File: config.mk
export PLATFORM = sky130hd
export DESIGN_NAME = rps_match_controller
export DESIGN_NICKNAME = d
export VERILOG_FILES = /design/src/rtl/rps_match_controller.sv
export SDC_FILE = /design/constraint.sdc
export NUM_CORES = 1
export LEC_CHECK = 0
export BUFFER_PORTS_ARGS = -buffer_cell sky130_fd_sc_hd__buf_4
export CAP_MARGIN = 25
export CELL_PAD_IN_SITES_DETAIL_PLACEMENT = 1
export CELL_PAD_IN_SITES_GLOBAL_PLACEMENT = 1
export CORE_MARGIN = 4
export CORE_UTILIZATION = 36
export CTS_CLUSTER_SIZE = 40
export DETAILED_ROUTE_END_ITERATION = 16
export PLACE_DENSITY = 0.86
export SETUP_SLACK_MARGIN = 0.4
export SYNTH_ARGS = -nofsm -noshare
export SYNTH_HDL_FRONTEND = slang
export SYNTH_SLANG_ARGS = --single-unit
File: constraint.sdc
create_clock -name clock -period 2.3 [get_ports clock]
set_clock_uncertainty 0.2 [all_clocks]
set_input_delay 0.23 -clock clock [delete_from_list [all_inputs] [get_ports clock]]
set_output_delay 0.23 -clock clock [all_outputs]
set_load 0.03 [all_outputs]
File: src/rtl/rps_match_controller.sv
// Best-of-3 rock/paper/scissors match controller with an external judge.
// Define ROUND_TIMEOUT_EN to let a locked player win a round by forfeit.
module rps_match_controller (
    input  logic       clock,
    input  logic       reset,
    input  logic       start,
    input  logic [2:0] p1_move,
    input  logic [2:0] p2_move,
    input  logic       p1_valid,
    input  logic       p2_valid,
    output logic       p1_ready,
    output logic       p2_ready,
    output logic [2:0] judge_p1,
    output logic [2:0] judge_p2,
    input  logic       judge_p1wins,
    input  logic       judge_p2wins,
    input  logic       judge_tied,
    output logic       round_done,
    output logic [1:0] round_winner,
    output logic [1:0] p1_score,
    output logic [1:0] p2_score,
    output logic       match_done,
    output logic [1:0] match_winner,
    output logic       bad_move
);

    typedef enum logic [2:0] {IDLE, COLLECT, JUDGE, RESULT, DONE} state_t;

    state_t state;
    logic   lock1, lock2;
    logic   oh1, oh2;
    logic   take1, take2;
    logic   next1, next2;
    logic   bad;
    logic   win1, win2;

    assign oh1 = (p1_move == 3'b001) || (p1_move == 3'b010) || (p1_move == 3'b100);
    assign oh2 = (p2_move == 3'b001) || (p2_move == 3'b010) || (p2_move == 3'b100);

    assign p1_ready = (state == COLLECT) && !lock1;
    assign p2_ready = (state == COLLECT) && !lock2;

    assign take1 = p1_valid && p1_ready && oh1;
    assign take2 = p2_valid && p2_ready && oh2;
    assign next1 = lock1 || take1;
    assign next2 = lock2 || take2;
    assign bad   = (p1_valid && p1_ready && !oh1) || (p2_valid && p2_ready && !oh2);

    // Anything other than exactly one asserted judge input is a tie
    assign win1 = judge_p1wins && !judge_p2wins && !judge_tied;
    assign win2 = judge_p2wins && !judge_p1wins && !judge_tied;

`ifdef ROUND_TIMEOUT_EN
    logic [7:0] tmo;
`endif

    always_ff @(posedge clock) begin
        if (reset) begin
            state        <= IDLE;
            lock1        <= 1'b0;
            lock2        <= 1'b0;
            judge_p1     <= 3'b000;
            judge_p2     <= 3'b000;
            round_done   <= 1'b0;
            round_winner <= 2'b00;
            p1_score     <= 2'b00;
            p2_score     <= 2'b00;
            match_done   <= 1'b0;
            match_winner <= 2'b00;
            bad_move     <= 1'b0;
`ifdef ROUND_TIMEOUT_EN
            tmo          <= 8'd0;
`endif
        end else begin
            round_done   <= 1'b0;
            round_winner <= 2'b00;
            bad_move     <= 1'b0;
            unique case (state)
                IDLE: begin
                    if (start) begin
                        state    <= COLLECT;
                        p1_score <= 2'b00;
                        p2_score <= 2'b00;
                    end
                end
                COLLECT: begin
                    bad_move <= bad;
                    if (take1) begin
                        lock1    <= 1'b1;
                        judge_p1 <= p1_move;
                    end
                    if (take2) begin
                        lock2    <= 1'b1;
                        judge_p2 <= p2_move;
                    end
                    if (next1 && next2) begin
                        state <= JUDGE;
`ifdef ROUND_TIMEOUT_EN
                    end else if (!lock1 && !lock2) begin
                        tmo <= 8'd0;
                    end else if (tmo == 8'd254) begin
                        // The waiting player forfeits; skip the judge
                        state        <= RESULT;
                        round_done   <= 1'b1;
                        round_winner <= lock1 ? 2'b01 : 2'b10;
                        if (lock1) p1_score <= p1_score + 2'd1;
                        else       p2_score <= p2_score + 2'd1;
                    end else begin
                        tmo <= tmo + 8'd1;
`endif
                    end
                end
                JUDGE: begin
                    state        <= RESULT;
                    round_done   <= 1'b1;
                    round_winner <= {!win1, !win2};
                    if (win1) p1_score <= p1_score + 2'd1;
                    if (win2) p2_score <= p2_score + 2'd1;
                end
                RESULT: begin
                    lock1    <= 1'b0;
                    lock2    <= 1'b0;
                    judge_p1 <= 3'b000;
                    judge_p2 <= 3'b000;
                    if (p1_score == 2'd2 || p2_score == 2'd2) begin
                        state        <= DONE;
                        match_done   <= 1'b1;
                        match_winner <= (p1_score == 2'd2) ? 2'b01 : 2'b10;
                    end else begin
                        state <= COLLECT;
                    end
                end
                DONE: begin
                    if (start) begin
                        state        <= COLLECT;
                        p1_score     <= 2'b00;
                        p2_score     <= 2'b00;
                        match_done   <= 1'b0;
                        match_winner <= 2'b00;
                    end
                end
                default: state <= IDLE;
            endcase
        end
    end

endmodule

==> results of run 1 <==
-- layer usage --
layer | routed length [um] | up-vias | global-route usage (%)
li1 | - | 476 | -
met1 | 1324 | 490 | 20.41
met2 | 1632 | 36 | 31.69
met3 | 154 | 12 | 2.893
met4 | 100 | 0 | 5.455
met5 | 0 | - | 0
-- cells by family (layout without fill, tap and decap cells) --
logic type	count (synthesis)	after routing	share of synthesized area, %
buffers and inverters	12	53	5.287
muxes	10	10	9.616
AOI/OAI and AO/OA	19	19	13.22
DFF	22	22	42.31
and+or+nand+nor	51	51	25.48
xor gates and xnor gates	2	2	1.683
adders and majority gates	2	2	2.403
-- worst paths after layout --
kind / cells after the start / endpoint / slack [ns] / startpoint
setup / recovery: 5 / state[0] / 0.43 / state[1]
hold / removal: 3 / judge_p2[2] / -0.002 / p2_move[2]
setup reg to reg: 5 / state[0] / 0.43 / state[1]
hold reg to reg: 2 / match_winner[1] / 0.29 / match_winner[1]
-- timing repair --
action / in CTS / in global routing
hold buffers: 10 / 0
gates resized for setup: 5 / 12
setup buffers: 0 / 2
pin swaps: 0 / 2
gates cloned: 0 / 0
hold endpoints to repair: 8 / 0
endpoints found under the setup margin: 12 / 11
-- cells in the mapped netlist (all sizes together), types with 3 or more instances --
cell / instances
buf: 3
o21ai: 4
inv: 5
nor3b: 4
nor2: 24
nand2: 6
a21oi: 6
clkbuf: 4
mux2i: 10
dfxtp: 22
nand2b: 3
and2: 7
-- critical path: cells and delay by family (launching register included) --
| kind | cells | cell delay, ns |
|---|---|---|
| AND/OR/NAND/NOR | 3 | 0.86 |
| flip-flops | 1 | 0.37 |
| AO/OA/AOI/OAI | 2 | 0.32 |
-- power by group through the flow --
stage | sequential (mW) | combinational [mW] | clock (mW)
floorplan | 0.420 | 0.0851 | 0
global placement | 0.412 | 0.138 | 0
detailed placement | 0.413 | 0.145 | 0
CTS | 0.405 | 0.161 | 0.225
global route | 0.405 | 0.206 | 0.250
finish | 0.404 | 0.192 | 0.231
-- sequential cells by signal, indices dropped and copies added, names as in the netlist --
signal / flops
p2_score: 2
match_done: 1
bad_move: 1
match_winner: 2
judge_p1: 3
round_done: 1
lock1: 1
judge_p2: 3
state: 3
round_winner: 2
p1_score: 2
lock2: 1
-- area by class of cell --
cell class                      count  area [um^2]  area share, %
Timing Repair Buffer               44        362.8          24.29
Inverter                            5        18.77          1.256
Clock buffer                        4        36.28          2.429
Sequential cell                    22        446.7          29.90
Tap cell                           31        38.79          2.596
Multi-Input combinational cell     84        590.6          39.53
-- stage by stage --
step,instance area [um^2],utilization (%),hold slack (ns),total power [mW]
after floorplan,1041,-,0.1644,0.5054
after global placement,1284,46.55,0.2573,0.5500
after detailed placement,1284,46.55,0.2736,0.5577
after CTS,1431,51.91,0.007753,0.7920
after global routing,1494,54.17,0.01258,0.8610
final,1494,54.17,-0.002476,0.8270
==> run metrics, run 1 <==
total track usage 17.29%; proportion of power drawn by the clock network 27.9%; Antenna Nets Post-Route 0; status finished with violations; largest net degree at the start of global routing 21; WS Path Type flip-flop to flip-flop; vias in the first global route roughly 1100; Total Wirelength about 3200 um; CTS Root Cell clkbuf_4; CTS clk-pin slew, worst paths approximately 0.14 ns; GP Congestion roughly 0.8; GR Overflow Total 0; Clk Latency, worst-skew pair between 0.3 and 0.4 ns; count of cell types in the netlist 33; Post-Syn Area about 1000 um^2; Sw Share around 30%; Synth top area share between 40% and 50%; Psw roughly 0.25 mW; final antenna diode count 0; RSZ-0062 raised after global routing yes; die area about 3800 um^2; Post-Syn Area per Cell ~8.8 um^2; core outline area around 2800 um^2; IO Port Bufs 32; H-tree Lvls 1; P&R area growth vs syn 43.51%; sequential cell area fraction in the yosys report a little over two fifths; most frequent cells in the layout buf_4 (32), nor2_1 (22), dfxtp_1 (19); Die W 61.78 um; IO Pins 33; max cap viols 0; via density per instance between 5 and 6; Least-Margin Pin Slew ~0.34 ns; die height just over 60 um; fraction of registers with async set/reset 0%; CTS Sinks 22; initial core utilization 37.75%; setup TNS 0 ns; leading area contributor after synthesis dfxtp_1; Max Root-Sink Buffers 2; startpoint types flip-flop; Primary FF master, synth dfxtp_1; Fin Hold WS -0.002476 ns; Nets about 180; worst path cell trace or3b_4, nor3b_4, nand2b_4, a22oi_4, o22ai_1; Critical-path top delay cell or3b_4; initial antenna violation count 0; largest stage delay on the critical path approximately 0.48 ns; share of layout cells above drive strength 1 between 30% and 40%; synthesis warning total 0; routed len/inst approximately 17 um; Post-synth EDFFs 0; CTS tree built; Setup-failing EPs final 0; Final Hold Vio Count 1; DRC viols 0; worst min-delay path category primary input to flip-flop; failing checks hold timing; crit path time final between 1.5 and 2 ns; CP arrival around 1.9 ns; vias 1014; FMAX 533.5 MHz; most common cell after layout, fill and taps aside buf_4; CTS buffer count 3; Cells after Synth roughly 120; Gate power share a little under a quarter; Slew Limit Fails 0; dpl ws between 0.15 and 0.2 ns; fin cells 190; fillers 327; first drt pass iteration count 5; first-pass GRT wire length approximately 5000 um; Crit. End Element flip-flop; Starting DRT DRC Count 17; Site Rows 19; VDD IR max roughly 0.42 mV; Reg power frac between 40% and 50%; Yosys reg bits 22; Synthesized Nets between 100 and 150; Int Pwr 0.5800 mW; Final WS setup 0.4256 ns; top post-synthesis cells by area dfxtp_1 (42%), mux2i_1 (9.6%), nor2_1 (8.7%); critical path fanouts, max 6; Post-Place Cells ~170; hpwl dp roughly 2100 um; Crit path required time about 2.3 ns; slew margin rel. ~76%; P per Cell Area around 550 nW/um^2; Leak about 0.69 nW; Final Cycle Share around four fifths
(Power assumes the default switching activity.)
==> run 2, diff against run 1 <==
CORE_UTILIZATION = 32   (was 36)
PLACE_DENSITY = 0.82   (was 0.86)
clock period = 1.6 ns   (was 2.3 ns; I/O delays follow)
==> run metrics, run 2 (synthesis results as in run 1) <==
status finished with violations; failing checks hold timing, setup timing; CTS Sinks 22; Fin Hold WS -0.09743 ns; CTS clk-pin slew, worst paths between 0.1 and 0.15 ns; Worst setup startpoint state[1]; Gate power share ~25%; critical path fanouts, max 5; first-pass GRT wire length roughly 5500 um; CTS Root Cell clkbuf_4; share of layout cells above drive strength 1 56.29%; startpoint types flip-flop; WS Path Type flip-flop to flip-flop; CTS buffer count 3; die height between 60 and 70 um; Int Pwr between 0.8 and 0.9 mW; Sw Share between 30% and 40%; Post-Place Cells 192; VDD IR max 0.3088 mV; Final Cycle Share 113.6%; routed len/inst 18.49 um; proportion of power drawn by the clock network 26.8%; Antenna Nets Post-Route 0; largest net degree at the start of global routing 21; hpwl dp ~2200 um; most frequent cells in the layout buf_4 (27), nor2_1 (20), dfxtp_2 (17), buf_6 (17), mux2i_1 (10); DRC viols 0; Setup-failing EPs final 15; Crit path required time ~1.6 ns; dpl ws -0.3435 ns; via density per instance between 5 and 6; IO Pins 33; most common cell after layout, fill and taps aside buf_4; Crit. End Element flip-flop; Largest regs judge_p1: 3 flops, judge_p2: 3 flops, state: 3 flops; P per Cell Area slightly below 700 nW/um^2; final antenna diode count 0; Site Rows 20; worst min-delay path category primary input to flip-flop; worst flop-to-flop path startpoint state[1]; RSZ-0062 raised after global routing yes; Clk Latency, worst-skew pair roughly 0.32 ns; hold path startpoint judge_p1wins; gr busiest metal met2; IO Port Bufs 32; initial antenna violation count 0; vias roughly 1100; Leak 0.7876 nW; fin util a little under three fifths; fillers 340; Total Wirelength 3901 um; Psw between 0.3 and 0.4 mW; setup TNS -2.071 ns; core outline area 3078 um^2; Placed Area between 1000 and 1500 um^2; Nets between 150 and 200; Slew Limit Fails 0; Final Hold Vio Count 15; met1 GRT Util between 10% and 20%; final instance area about 1800 um^2; Power Total about 1.2 mW; initial core utilization roughly 34%; M2 GR Usage 31.16%; GP Congestion between 0.7 and 0.8; crit path time final between 1.5 and 2 ns; grt met3 use under 10%; Reg power frac a little under half; FMAX 550.3 MHz; hold_buf cts 7; GR Overflow Total 0; Least-Margin Pin Slew approximately 0.56 ns; Die W roughly 65 um; vias in the first global route ~1100; CTS tree built; total track usage between 10% and 20%; P&R area growth vs syn 68.51%; max cap viols 0; Max Root-Sink Buffers 2; first drt pass iteration count 4; slew margin rel. between 60 and 70%; H-tree Lvls 1; Final WS setup -0.2171 ns; Starting DRT DRC Count between 40 and 50; die area ~4200 um^2; fin cells 211; CP arrival 1.82 ns
==> run 2: cell count changes in the layout (fill, tap and decap cells not counted), sizes merged <==
cell         change
dlygate4sd3      -3
buf             +11
==> run 2: routing by layer <==
| metal | part of all wire [%] | vias up |
|---|---|---|
| li1 | - | 495 |
| met1 | 44 | 544 |
| met2 | 51 | 26 |
| met3 | 2.9 | 6 |
| met4 | 1.9 | 0 |
| met5 | 0 | - |
==> run 2: worst max-delay path, cell delays in order, from the launching register on <==
cell	delay, ns
dfxtp_2	0.36
or3b_4	0.45
nor3b_4	0.26
nand2b_4	0.12
a22oi_4	0.21
o22ai_2	0.11
==> run 2: worst paths after layout <==
kind,endpoint,slack (ns),depth (start not counted)
min,round_winner[0],-0.1,3
max reg2reg,state[0],-0.22,5
max,state[0],-0.22,5
min reg2reg,match_winner[1],0.31,2
==> run 2: what timing repair did <==
action,4_1_cts,5_1_grt
gates resized for setup,29,35
endpoints found under the setup margin,31,39
setup buffers,2,6
pin swaps,8,12
hold endpoints to repair,17,11
==> run 2: power groups by stage <==
stage          clock network [mW]  registers, mW  logic (mW)
6_report                    0.326          0.580       0.308
2_1_floorplan                   0          0.605       0.131
4_1_cts                     0.321          0.577       0.268
5_1_grt                     0.354          0.583       0.328
3_3_place_gp                    0          0.586       0.217
3_5_place_dp                    0          0.588       0.228
==> run 2: area by class of cell <==
type / instances / area, um^2 / area share (%)
inverter: 5 / 18.77 / 1.070
multi-input combinational: 84 / 694.4 / 39.59
clock buffer: 4 / 36.28 / 2.068
timing repair buffer: 52 / 484.2 / 27.60
tap: 44 / 55.05 / 3.138
sequential: 22 / 465.4 / 26.53
==> run 3, diff against run 2 <==
CORE_MARGIN = 8   (was 4)
CORE_UTILIZATION = 34   (was 32)
CTS_BUF_LIST = sky130_fd_sc_hd__clkbuf_8   (was default)
PLACE_DENSITY = 0.86   (was 0.82)
==> run metrics, run 3 (synthesis results as in run 1) <==
Site Rows 20; GP Congestion about 0.74; Power Total between 1 and 1.5 mW; Crit path required time 1.56 ns; largest net degree at the start of global routing 21; core outline area 2978 um^2; Final WS setup -0.2372 ns; most common cell after layout, fill and taps aside buf_4; critical path fanouts, max 5; worst flop-to-flop path startpoint state[1]; M2 GR Usage approximately a quarter; crit path time final approximately 1.8 ns; grt met3 use under 10%; CP Depth 6; Starting DRT DRC Count 34; first drt pass iteration count 4; Antenna Nets Post-Route 0; Final Hold Vio Count 1; delay-heaviest family, CP simple AND/OR/NAND/NOR gates; CTS buffer count 3; most frequent cells in the layout buf_4 (40), nor2_1 (17), dfxtp_1 (16); dpl ws -0.3318 ns; worst path cell trace or3b_4, nor3b_4, nand2b_4, buf_6, mux2i_1, nor2_1; Max Root-Sink Buffers 2; WS Path Type flip-flop to flip-flop; failing checks hold timing, setup timing; largest stage delay on the critical path between 0.4 and 0.5 ns; RSZ-0062 raised after global routing yes; Least-Margin Pin Slew ~0.59 ns; FF-to-FF path depth 6; initial antenna violation count 0; Setup-failing EPs final 20; setup TNS -2.420 ns; slew margin rel. 60.27%; final antenna diode count 0; max cap viols 0; die height between 70 and 80 um; worst setup path end judge_p2[1]; CTS clk-pin slew, worst paths around 0.08 ns; worst min-delay path category primary input to flip-flop; Die W around 70 um; reg-to-reg slack, setup -0.24 ns; GR Overflow Total 0; CTS Root Cell clkbuf_8; Crit. End Element flip-flop; Slew Limit Fails 0; CTS Sinks 22; Leak slightly below 0.8 nW; startpoint types flip-flop; Total Wirelength ~4000 um; CP arrival between 1.5 and 2 ns; DRC viols 0; Worst setup startpoint state[1]; FMAX approximately 540 MHz; first-pass GRT wire length around 5600 um; vias approximately 1100; VDD IR max ~0.4 mV; met1 GRT Util between 10% and 20%; final instance area between 1500 and 2000 um^2; Final Cycle Share 114.8%; Nets between 150 and 200; IO Pins 33; H-tree Lvls 1; P per Cell Area around 760 nW/um^2; total track usage between 10% and 20%; Largest regs judge_p1: 3 flops, judge_p2: 3 flops, state: 3 flops; Critical-path top delay cell or3b_4; share of layout cells above drive strength 1 about 53%; CP bufs+invs 1; gr busiest metal met2; Clk Latency, worst-skew pair around 0.27 ns; Reg2Reg Capture Point judge_p2[1]; Placed Area ~1300 um^2; Fin Hold WS -0.008620 ns; P&R area growth vs syn 67.67%; CTS tree built; hpwl dp 2319 um; vias in the first global route around 1100; initial core utilization about a third; IO Port Bufs 32; die area 5089 um^2; via density per instance about 5.2; routed len/inst just under 20 um; status finished with violations
run 3: changes by cell type in the layout (fill, tap and decap cells not counted), sizes merged:
cell	previous run	this run
dlygate4sd3	7	6
buf	45	50
run 3: cell type report:
class,count,area (um^2)
Inverter,5,18.77
Clock buffer,4,55.05
Sequential cell,22,447.9
Fill cell,334,1232
Tap cell,33,41.29
Timing Repair Buffer,56,481.7
Multi-Input combinational cell,84,700.7
run 3: worst min path at each step:
stage | slack, ns | cells after the start | end | start
after global placement | 0.21 | 3 | round_winner[0] | judge_p1wins
final | -0.009 | 3 | round_winner[1] | judge_p2wins
after detailed placement | 0.21 | 3 | round_winner[0] | judge_tied
after floorplan | 0.10 | 2 | judge_p1[0] | p1_move[0]
after global routing | 0.01 | 3 | round_winner[1] | judge_p2wins
after CTS | -0.04 | 3 | round_winner[0] | judge_tied
run 3: metrics by stage:
step           utilization [%]  instances
2_1_floorplan                -        118
3_3_place_gp             45.17        181
3_5_place_dp             45.17        181
4_1_cts                  52.73        195
5_1_grt                  58.61        204
6_report                 58.61        204
run 3: metal layers:
metal	vias to the layer above	wire (um)
met5	-	0
met4	0	68
met3	7	89
met2	22	2133
met1	532	1712
li1	498	-
run 3: power by group:
part | switching (mW) | leakage (nW) | internal, mW | total [mW]
combinational | 0.180 | 0.579 | 0.159 | 0.339
clock | 0.192 | 0.0288 | 0.220 | 0.412
sequential | 0.0146 | 0.181 | 0.565 | 0.579
total | 0.386 | 0.789 | 0.944 | 1.33
run 3: tightest hold or removal path: stages:
cell,delay (ns)
buf_4,0.08
nor3b_1,0.08
nor2_2,0.11
run 3: repair_timing:
action | in CTS | in global routing
gates resized for setup | 22 | 25
endpoints found under the hold margin | 8 | 0
setup endpoints to repair | 24 | 25
hold buffers | 6 | 0
buffers inserted | 4 | 9
pin swaps | 12 | 17
